<file path="config.mk">
export PLATFORM = sky130hd
export DESIGN_NAME = countdown_timer_hms
export DESIGN_NICKNAME = d
export VERILOG_FILES = /design/src/rtl/countdown_timer_hms.sv
export SDC_FILE = /design/constraint.sdc
export NUM_CORES = 1
export LEC_CHECK = 0
export CORE_MARGIN = 5
export CORE_UTILIZATION = 50
export CTS_BUF_LIST = sky130_fd_sc_hd__clkbuf_8
export CTS_CLUSTER_DIAMETER = 120
export DETAILED_ROUTE_END_ITERATION = 7
export PLACE_DENSITY = 0.88
export REMOVE_ABC_BUFFERS = 1
export SYNTH_ARGS = -nofsm -noshare
export SYNTH_HDL_FRONTEND = slang
export SYNTH_SLANG_ARGS = --single-unit
</file>
<file path="constraint.sdc">
create_clock -name clock -period 2.9 [get_ports clock]
set_input_delay 0.29 -clock clock [delete_from_list [all_inputs] [get_ports clock]]
set_output_delay 0.29 -clock clock [all_outputs]
set_load 0.05 [all_outputs]
</file>
<file path="src/rtl/countdown_timer_hms.sv">
// Loadable hh:mm:ss countdown timer with borrow ripple, a one-cycle done pulse and a sticky
// expired flag. All state, including the outputs, is registered on the rising clock edge.
module countdown_timer_hms #(
    parameter int unsigned MAX_HOURS = 12
) (
    input  logic       clock,
    input  logic       reset,
    input  logic       tick,
    input  logic       clear,
    input  logic       load,
    input  logic       start,
    input  logic       pause,
    input  logic [3:0] hours_in,
    input  logic [5:0] minutes_in,
    input  logic [5:0] seconds_in,
    output logic [3:0] hours,
    output logic [5:0] minutes,
    output logic [5:0] seconds,
    output logic       running,
    output logic       expired,
    output logic       done
);

    localparam logic [3:0] MaxHours = 4'(MAX_HOURS);
    localparam logic [5:0] MaxMinSec = 6'd59;

    typedef enum logic [1:0] {StIdle, StRun, StPaused, StExpired} state_e;

    state_e     state_q, state_d;
    logic [3:0] hours_q, hours_d;
    logic [5:0] minutes_q, minutes_d;
    logic [5:0] seconds_q, seconds_d;
    logic       done_q, done_d;

    logic [3:0] hours_dec;
    logic [5:0] minutes_dec, seconds_dec;
    logic       count_nz;

    assign count_nz = |{hours_q, minutes_q, seconds_q};

    // One-second borrow ripple; only used from RUN, which is never entered at zero.
    always_comb begin
        hours_dec   = hours_q;
        minutes_dec = minutes_q;
        seconds_dec = seconds_q;
        if (seconds_q != 6'd0) begin
            seconds_dec = seconds_q - 6'd1;
        end else if (minutes_q != 6'd0) begin
            seconds_dec = MaxMinSec;
            minutes_dec = minutes_q - 6'd1;
        end else if (hours_q != 4'd0) begin
            seconds_dec = MaxMinSec;
            minutes_dec = MaxMinSec;
            hours_dec   = hours_q - 4'd1;
        end
    end

    always_comb begin
        state_d   = state_q;
        hours_d   = hours_q;
        minutes_d = minutes_q;
        seconds_d = seconds_q;
        done_d    = 1'b0;

        if (clear) begin
            state_d   = StIdle;
            hours_d   = 4'd0;
            minutes_d = 6'd0;
            seconds_d = 6'd0;
        end else if (state_q == StRun) begin
            // load and start are meaningless while running; only tick and pause act here.
            if (tick) begin
                hours_d   = hours_dec;
                minutes_d = minutes_dec;
                seconds_d = seconds_dec;
            end
            if (tick && !(|{hours_dec, minutes_dec, seconds_dec})) begin
                state_d = StExpired;
                done_d  = 1'b1;
            end else if (pause) begin
                state_d = StPaused;
            end
        end else if (load) begin
            state_d   = StIdle;
            hours_d   = (hours_in > MaxHours) ? MaxHours : hours_in;
            minutes_d = (minutes_in > MaxMinSec) ? MaxMinSec : minutes_in;
            seconds_d = (seconds_in > MaxMinSec) ? MaxMinSec : seconds_in;
        end else if (start && state_q != StExpired && count_nz) begin
            state_d = StRun;
        end
    end

    always_ff @(posedge clock) begin
        if (reset) begin
            state_q   <= StIdle;
            hours_q   <= 4'd0;
            minutes_q <= 6'd0;
            seconds_q <= 6'd0;
            done_q    <= 1'b0;
        end else begin
            state_q   <= state_d;
            hours_q   <= hours_d;
            minutes_q <= minutes_d;
            seconds_q <= seconds_d;
            done_q    <= done_d;
        end
    end

    assign hours   = hours_q;
    assign minutes = minutes_q;
    assign seconds = seconds_q;
    assign running = (state_q == StRun);
    assign expired = (state_q == StExpired);
    assign done    = done_q;

endmodule

</file>
After elaboration in Yosys (flattened, before gate mapping)
Index checks and enable logic that the tools add are counted.
Storage, ports and cells
  flip-flop bits (word level): 19
  output and inout port bits: 19
  word-level logic and storage cells: 59
  input port bits: 23
Cells by class
  order comparisons: 3
  bitwise gates (word level): 1
  add/sub/neg operators: 3
  eq/ne operators: 5
  muxes and demuxes: 27
  reductions and logical operators: 15
Operators by type and width (count)
  two-way mux 6 bit: 14
  OR reduction 16 bit: 2
  two-way mux 4 bit: 7
  greater-than comparator 6 bit (second input constant): 2
  nonzero test 6 bit: 2
  subtractor 6 x 1 -> 6 bit (second input constant): 2
  two-way mux 2 bit: 5
  greater-than comparator 4 bit (second input constant): 1
  != test 2 bit (second input constant): 2
  AND reduction 2 bit: 2
  nonzero test 4 bit: 1
  subtractor 4 x 1 -> 4 bit (second input constant): 1
  logical AND 1 bit: 3
  != test 3 x 2 -> 1 bit (second input constant): 1
  nonzero test 3 bit: 1
  OR reduction 3 bit: 1
  == test 2 x 1 -> 1 bit (second input constant): 1
  == test 2 bit (second input constant): 1
  nonzero test 2 bit: 1
  OR reduction 2 bit: 1
  logical NOT 1 bit: 1
  two-way mux 1 bit: 1
  inverter 1 bit: 1

Logic depth before layout (Yosys ltp)
  word-level depth: 9
  gate-level depth with buffers: 9
  mapped depth without buffers: 8

Least setup slack after synthesis
No wires, ideal clock.
  path type: flip-flop to flip-flop
  from: reg seconds_q[0], in the netlist seconds[0]
  to: reg state_q[0]
  library setup time: 0.078 ns
  arrival time: 2.304 ns
  path buffers: 1
  setup slack: 0.518 ns
  cell stages (with the launch flop): 10
  period minus slack after synthesis: 2.382 ns
  data required time: 2.822 ns
  cell sequence: dfxtp_1 inv_1 ha_1 or3b_1 buf_2 o41ai_2 o41ai_1 nor4_1 nand4b_1 a31oi_1
Between the ends
  word-level cells in the longest chain between the ends: 8
  elaborated cells between the ends (all ways): 17
  those cells by class: add/sub: 1; eq/ne: 1; mux: 7; reduce/logical: 8
RTL lines
  from (decl): RTL line 32  | logic [5:0] seconds_q, seconds_d;
  from (signal assigned): RTL line 104  | seconds_q <= seconds_d;
  parallel branches: the longest is 8 deep, another holds subtractor 6 x 1 -> 6 bit
  to (signal assigned): RTL line 95  | state_q <= StIdle;
  to (signal assigned): RTL line 101  | state_q <= state_d;
  to (decl): RTL line 29  | state_e state_q, state_d;
Several ways; the timed one is not identified.
A chain may end at the register's enable or synchronous reset.

Final worst setup path
  from: reg minutes_q[0], in the netlist minutes[0]
  to: reg state_q[0]
Between the ends
  word-level cells in the longest chain between the ends: 8
  elaborated cells between the ends (all ways): 19
  those cells by class: add/sub: 1; eq/ne: 1; mux: 9; reduce/logical: 8
RTL lines
  from (decl): RTL line 31  | logic [5:0] minutes_q, minutes_d;
  from (signal assigned): RTL line 103  | minutes_q <= minutes_d;
  subtractor 6 x 1 -> 6 bit, or another cell as far along: RTL line 50  | minutes_dec = minutes_q - 6'd1;
  two-way mux 6 bit or two-way mux 4 bit (tied branches): RTL line 48  | end else if (minutes_q != 6'd0) begin
  two-way mux 6 bit or two-way mux 4 bit (tied branches): RTL line 46  | if (seconds_q != 6'd0) begin
  OR reduction 16 bit: RTL line 77  | if (tick && !(|{hours_dec, minutes_dec, seconds_dec})) begin
  logical NOT 1 bit: RTL line 77
  logical AND 1 bit: RTL line 77
  != test 3 x 2 -> 1 bit (no line) or two-way mux 2 bit (tied branches)
  AND reduction 2 bit (no line) or two-way mux 2 bit (tied branches)
Parallel ways exist; a longest one is shown, timed or not.

==> impl_metrics.env <==
export IMPL_synth_edf_count=0
export IMPL_reg2reg_slack_ps=290
export IMPL_worst_slack_ps=289
export IMPL_numCtsBuffers=3
export IMPL_skew_ps=2.38
export IMPL_rows=20
export IMPL_syn2layout_area_growth_pct=30.5
export IMPL_cts_hold_buffers_added=0
export IMPL_nFillCells=290
export IMPL_ys_flop_type="dfxtp_1"
export IMPL_synth_largest_area_cell="dfxtp_1"
export IMPL_drive_gt1_share_pct=6.56
export IMPL_clk_path_buf_depth=2
export IMPL_dieHeight_um=65.0
export IMPL_synth_top_family_by_area="simple AND/OR/NAND/NOR gates"
export IMPL_crit_fanout=7
export IMPL_netlist_top_cells_count="nor2_1 (28), nand2_1 (24), dfxtp_1 (19)"
export IMPL_grt_setup_unrepaired="no"
export IMPL_max_freq_ghz=0.383
export IMPL_cts_clk_slew_worst_paths_ps=80
export IMPL_pre_cts_slack_ps=327
export IMPL_synthXorXnorAreaFrac_pct=1.16
export IMPL_dp_hpwl_mm=3.47
export IMPL_p_leak_nw=0.742
export IMPL_fin_util_pct=66.2
export IMPL_avgSynthCellArea_sq_um=7.23
export IMPL_initial_core_util_pct=50.7
export IMPL_post_cts_buffers=0
export IMPL_hold_slack_ps=536
export IMPL_yosysWarnings=0
export IMPL_cts_root_buf="clkbuf_8"
export IMPL_grt_pass1_vias=1569
export IMPL_antenna_left=0
export IMPL_overflow=0
export IMPL_outcome="finished clean"
export IMPL_synth_distinct_cells=52
export IMPL_ys_top_cells_by_area="dfxtp_1 (25%), nor2_1 (7.0%), a21oi_1 (6.0%)"
export IMPL_setup_tns_ps=0
export IMPL_synth_seq_area_share_pct=25.2
export IMPL_cts_num_sinks=19
export IMPL_crit_path_start_kind="flop"
export IMPL_cts_htree_levels=1
export IMPL_hold_path_class="flop to flop"
export IMPL_syn_inst=209
export IMPL_maxSlewHeadroom_pct=64.5
export IMPL_synth_adder_area_share_pct=3.31
export IMPL_synth_top_area_share_pct=25.2
export IMPL_p_per_area_mw_per_mm2=407
export IMPL_required_ps=3090
export IMPL_cts_resized=0
export IMPL_critPathKind="flop to flop"
export IMPL_synth_most_common_cell="nor2_1"
export IMPL_whs_endpoint="seconds[1]$_SDFFE_PP0P_"
export IMPL_grt_max_degree=21
export IMPL_ir_drop_uv=234
export IMPL_switching_power_w=0.000303
export IMPL_maxCapViolCount=0
export IMPL_async_reset_ff_share_pct=0
export IMPL_finalHoldViolations=0
export IMPL_r2r_cells=8
export IMPL_drtIter0Drc=127
export IMPL_vias=1739
export IMPL_coreArea_sq_mm=0.00298
export IMPL_gp_congestion=0.944
export IMPL_syn_area_sq_mm=0.00151
export IMPL_stdcell_area_sq_mm=0.00197
export IMPL_clock_power_share_pct=24.0
export IMPL_pwr_share_comb_pct=39.3
export IMPL_drt_drc_violations_left=0
export IMPL_viasPerCell=6.28
export IMPL_switching_share_pct=37.8
export IMPL_hold_path_depth=2
export IMPL_yosys_area_share_simple_pct=34.4
export IMPL_ys_ff_latch=19
export IMPL_firstDrtPassIters=4
export IMPL_synth_compound_area_share_pct=25.8
export IMPL_wl_per_cell_um=16.9
export IMPL_power_frac_seq_pct=36.7
export IMPL_tritoncts="built"
export IMPL_wl_mm=4.69
export IMPL_ios=42
export IMPL_antenna_found_initial=0
export IMPL_r2r_end="state_q[0]$_SDFFE_PP0P_"
export IMPL_setup_violations=0
export IMPL_critical_path_endpoint_type="flop"
export IMPL_worstMarginPinSlew_ps=530
export IMPL_p_int_w=0.000498
export IMPL_nets=272
export IMPL_track_usage_pct=23.3
export IMPL_reg2reg_from="minutes[0]$_SDFFE_PP0P_"
export IMPL_period_needed_ps=2610
export IMPL_dpl_cell_area_sq_mm=0.00193
export IMPL_die_w_um=65.0
export IMPL_dieArea_sq_mm=0.00422
export IMPL_final_period_utilization_pct=90.0
export IMPL_report_final_slew_viol_count=0
export IMPL_critPathArrivalTime_ps=2800
export IMPL_diodes=0
export IMPL_grt_pass1_wl_mm=7.74
export IMPL_portBuffers=41
export IMPL_clkLatencyLatePin_ps=260
export IMPL_synthMuxAreaShare_pct=4.23
export IMPL_min_from="seconds[1]$_SDFFE_PP0P_"
-- worst max-delay path, stage by stage (launching register included) --
cell,delay [ps]
dfxtp_1,370
inv_1,80
ha_1,240
nor3b_2,430
nand3_1,320
o31a_1,350
nor4_1,350
nand4b_1,200
a31oi_1,200
-- registers in the layout, summed over array words and instances (netlist names) --
name	count
seconds	6
minutes	6
state_q	2
hours	4
done	1
-- cell type report --
cell class                      count  area (sq um)  share of cell area, %
Sequential cell                    19           380                   19.3
Multi-Input combinational cell    169          1040                   52.8
Clock buffer                        3          41.3                   2.10
Tap cell                           33          41.3                   2.10
Clock inverter                      1          3.75                  0.190
Inverter                            8          30.0                   1.52
Timing Repair Buffer               44           433                   22.0
-- power groups by stage --
stage / clock network [W] / registers, W / logic, W
after CTS: 0.000192 / 0.000293 / 0.000312
after global routing: 0.000201 / 0.000297 / 0.000343
after floorplan: 0 / 0.000328 / 0.000175
final: 0.000192 / 0.000294 / 0.000315
after detailed placement: 0 / 0.000299 / 0.000311
after global placement: 0 / 0.000299 / 0.000311
-- metal layers --
metal / wire length (um) / vias to the layer above / global-route usage [%] / share of wire [%]
li1: - / 843 / - / -
met2: 2280 / 78 / 38.2 / 49
met4: 51 / 0 / 7.39 / 1.1
met3: 325 / 6 / 2.43 / 6.9
met5: 0 / - / 0 / 0
met1: 2040 / 812 / 32.0 / 43
-- cells in the final DEF (no fill, tap or decap), types with 2 or more instances in the layout --
master           count
nor4_1               4
clkbuf_8             3
o21bai_1             2
nand2b_1             2
a21oi_1             18
a31oi_1              6
ha_1                 4
o21ai_0              6
nor3b_2              2
clkdlybuf4s50_1     41
and2_1               2
mux2i_1              3
dfxtp_1             19
nor3_1               5
o31ai_1              2
nand2_1             24
or3_1                3
nor3b_1              3
nor4b_1              2
nand3_1              5
nand4_1              5
buf_4                3
inv_1                8
or2_2                3
nor2_1              28
mux2_2               3
o211ai_1             5
a211oi_1             4
a311oi_1             4
a21boi_0             2
nor2b_1              3
-- cell families after synthesis --
kind of cell | count (synthesis)
XOR/XNOR | 2
AND/OR/NAND/NOR | 99
buffers and inverters | 21
multiplexers | 6
flip-flops | 19
AO/OA/AOI/OAI | 58
adder cells (fa/ha/maj) | 4
-- metrics by stage --
stage | total power, W | instances
finish | 0.000801 | 277
global route | 0.000840 | 277
CTS | 0.000798 | 277
detailed placement | 0.000610 | 273
global placement | 0.000610 | 273
floorplan | 0.000503 | 196
-- worst max path at each step --
stage | start | end | slack, ps | depth (start not counted)
CTS | minutes[0]$_SDFFE_PP0P_ | state_q[0]$_SDFFE_PP0P_ | 310 | 8
global route | minutes[0]$_SDFFE_PP0P_ | state_q[0]$_SDFFE_PP0P_ | 90 | 8
finish | minutes[0]$_SDFFE_PP0P_ | state_q[0]$_SDFFE_PP0P_ | 290 | 8
floorplan | state_q[1]$_SDFFE_PP0P_ | seconds[2]$_SDFFE_PP0P_ | 490 | 7
detailed placement | minutes[0]$_SDFFE_PP0P_ | state_q[0]$_SDFFE_PP0P_ | 330 | 8
global placement | seconds[0]$_SDFFE_PP0P_ | state_q[0]$_SDFFE_PP0P_ | 480 | 8
No activity file was read; power rests on OpenSTA's default activity.
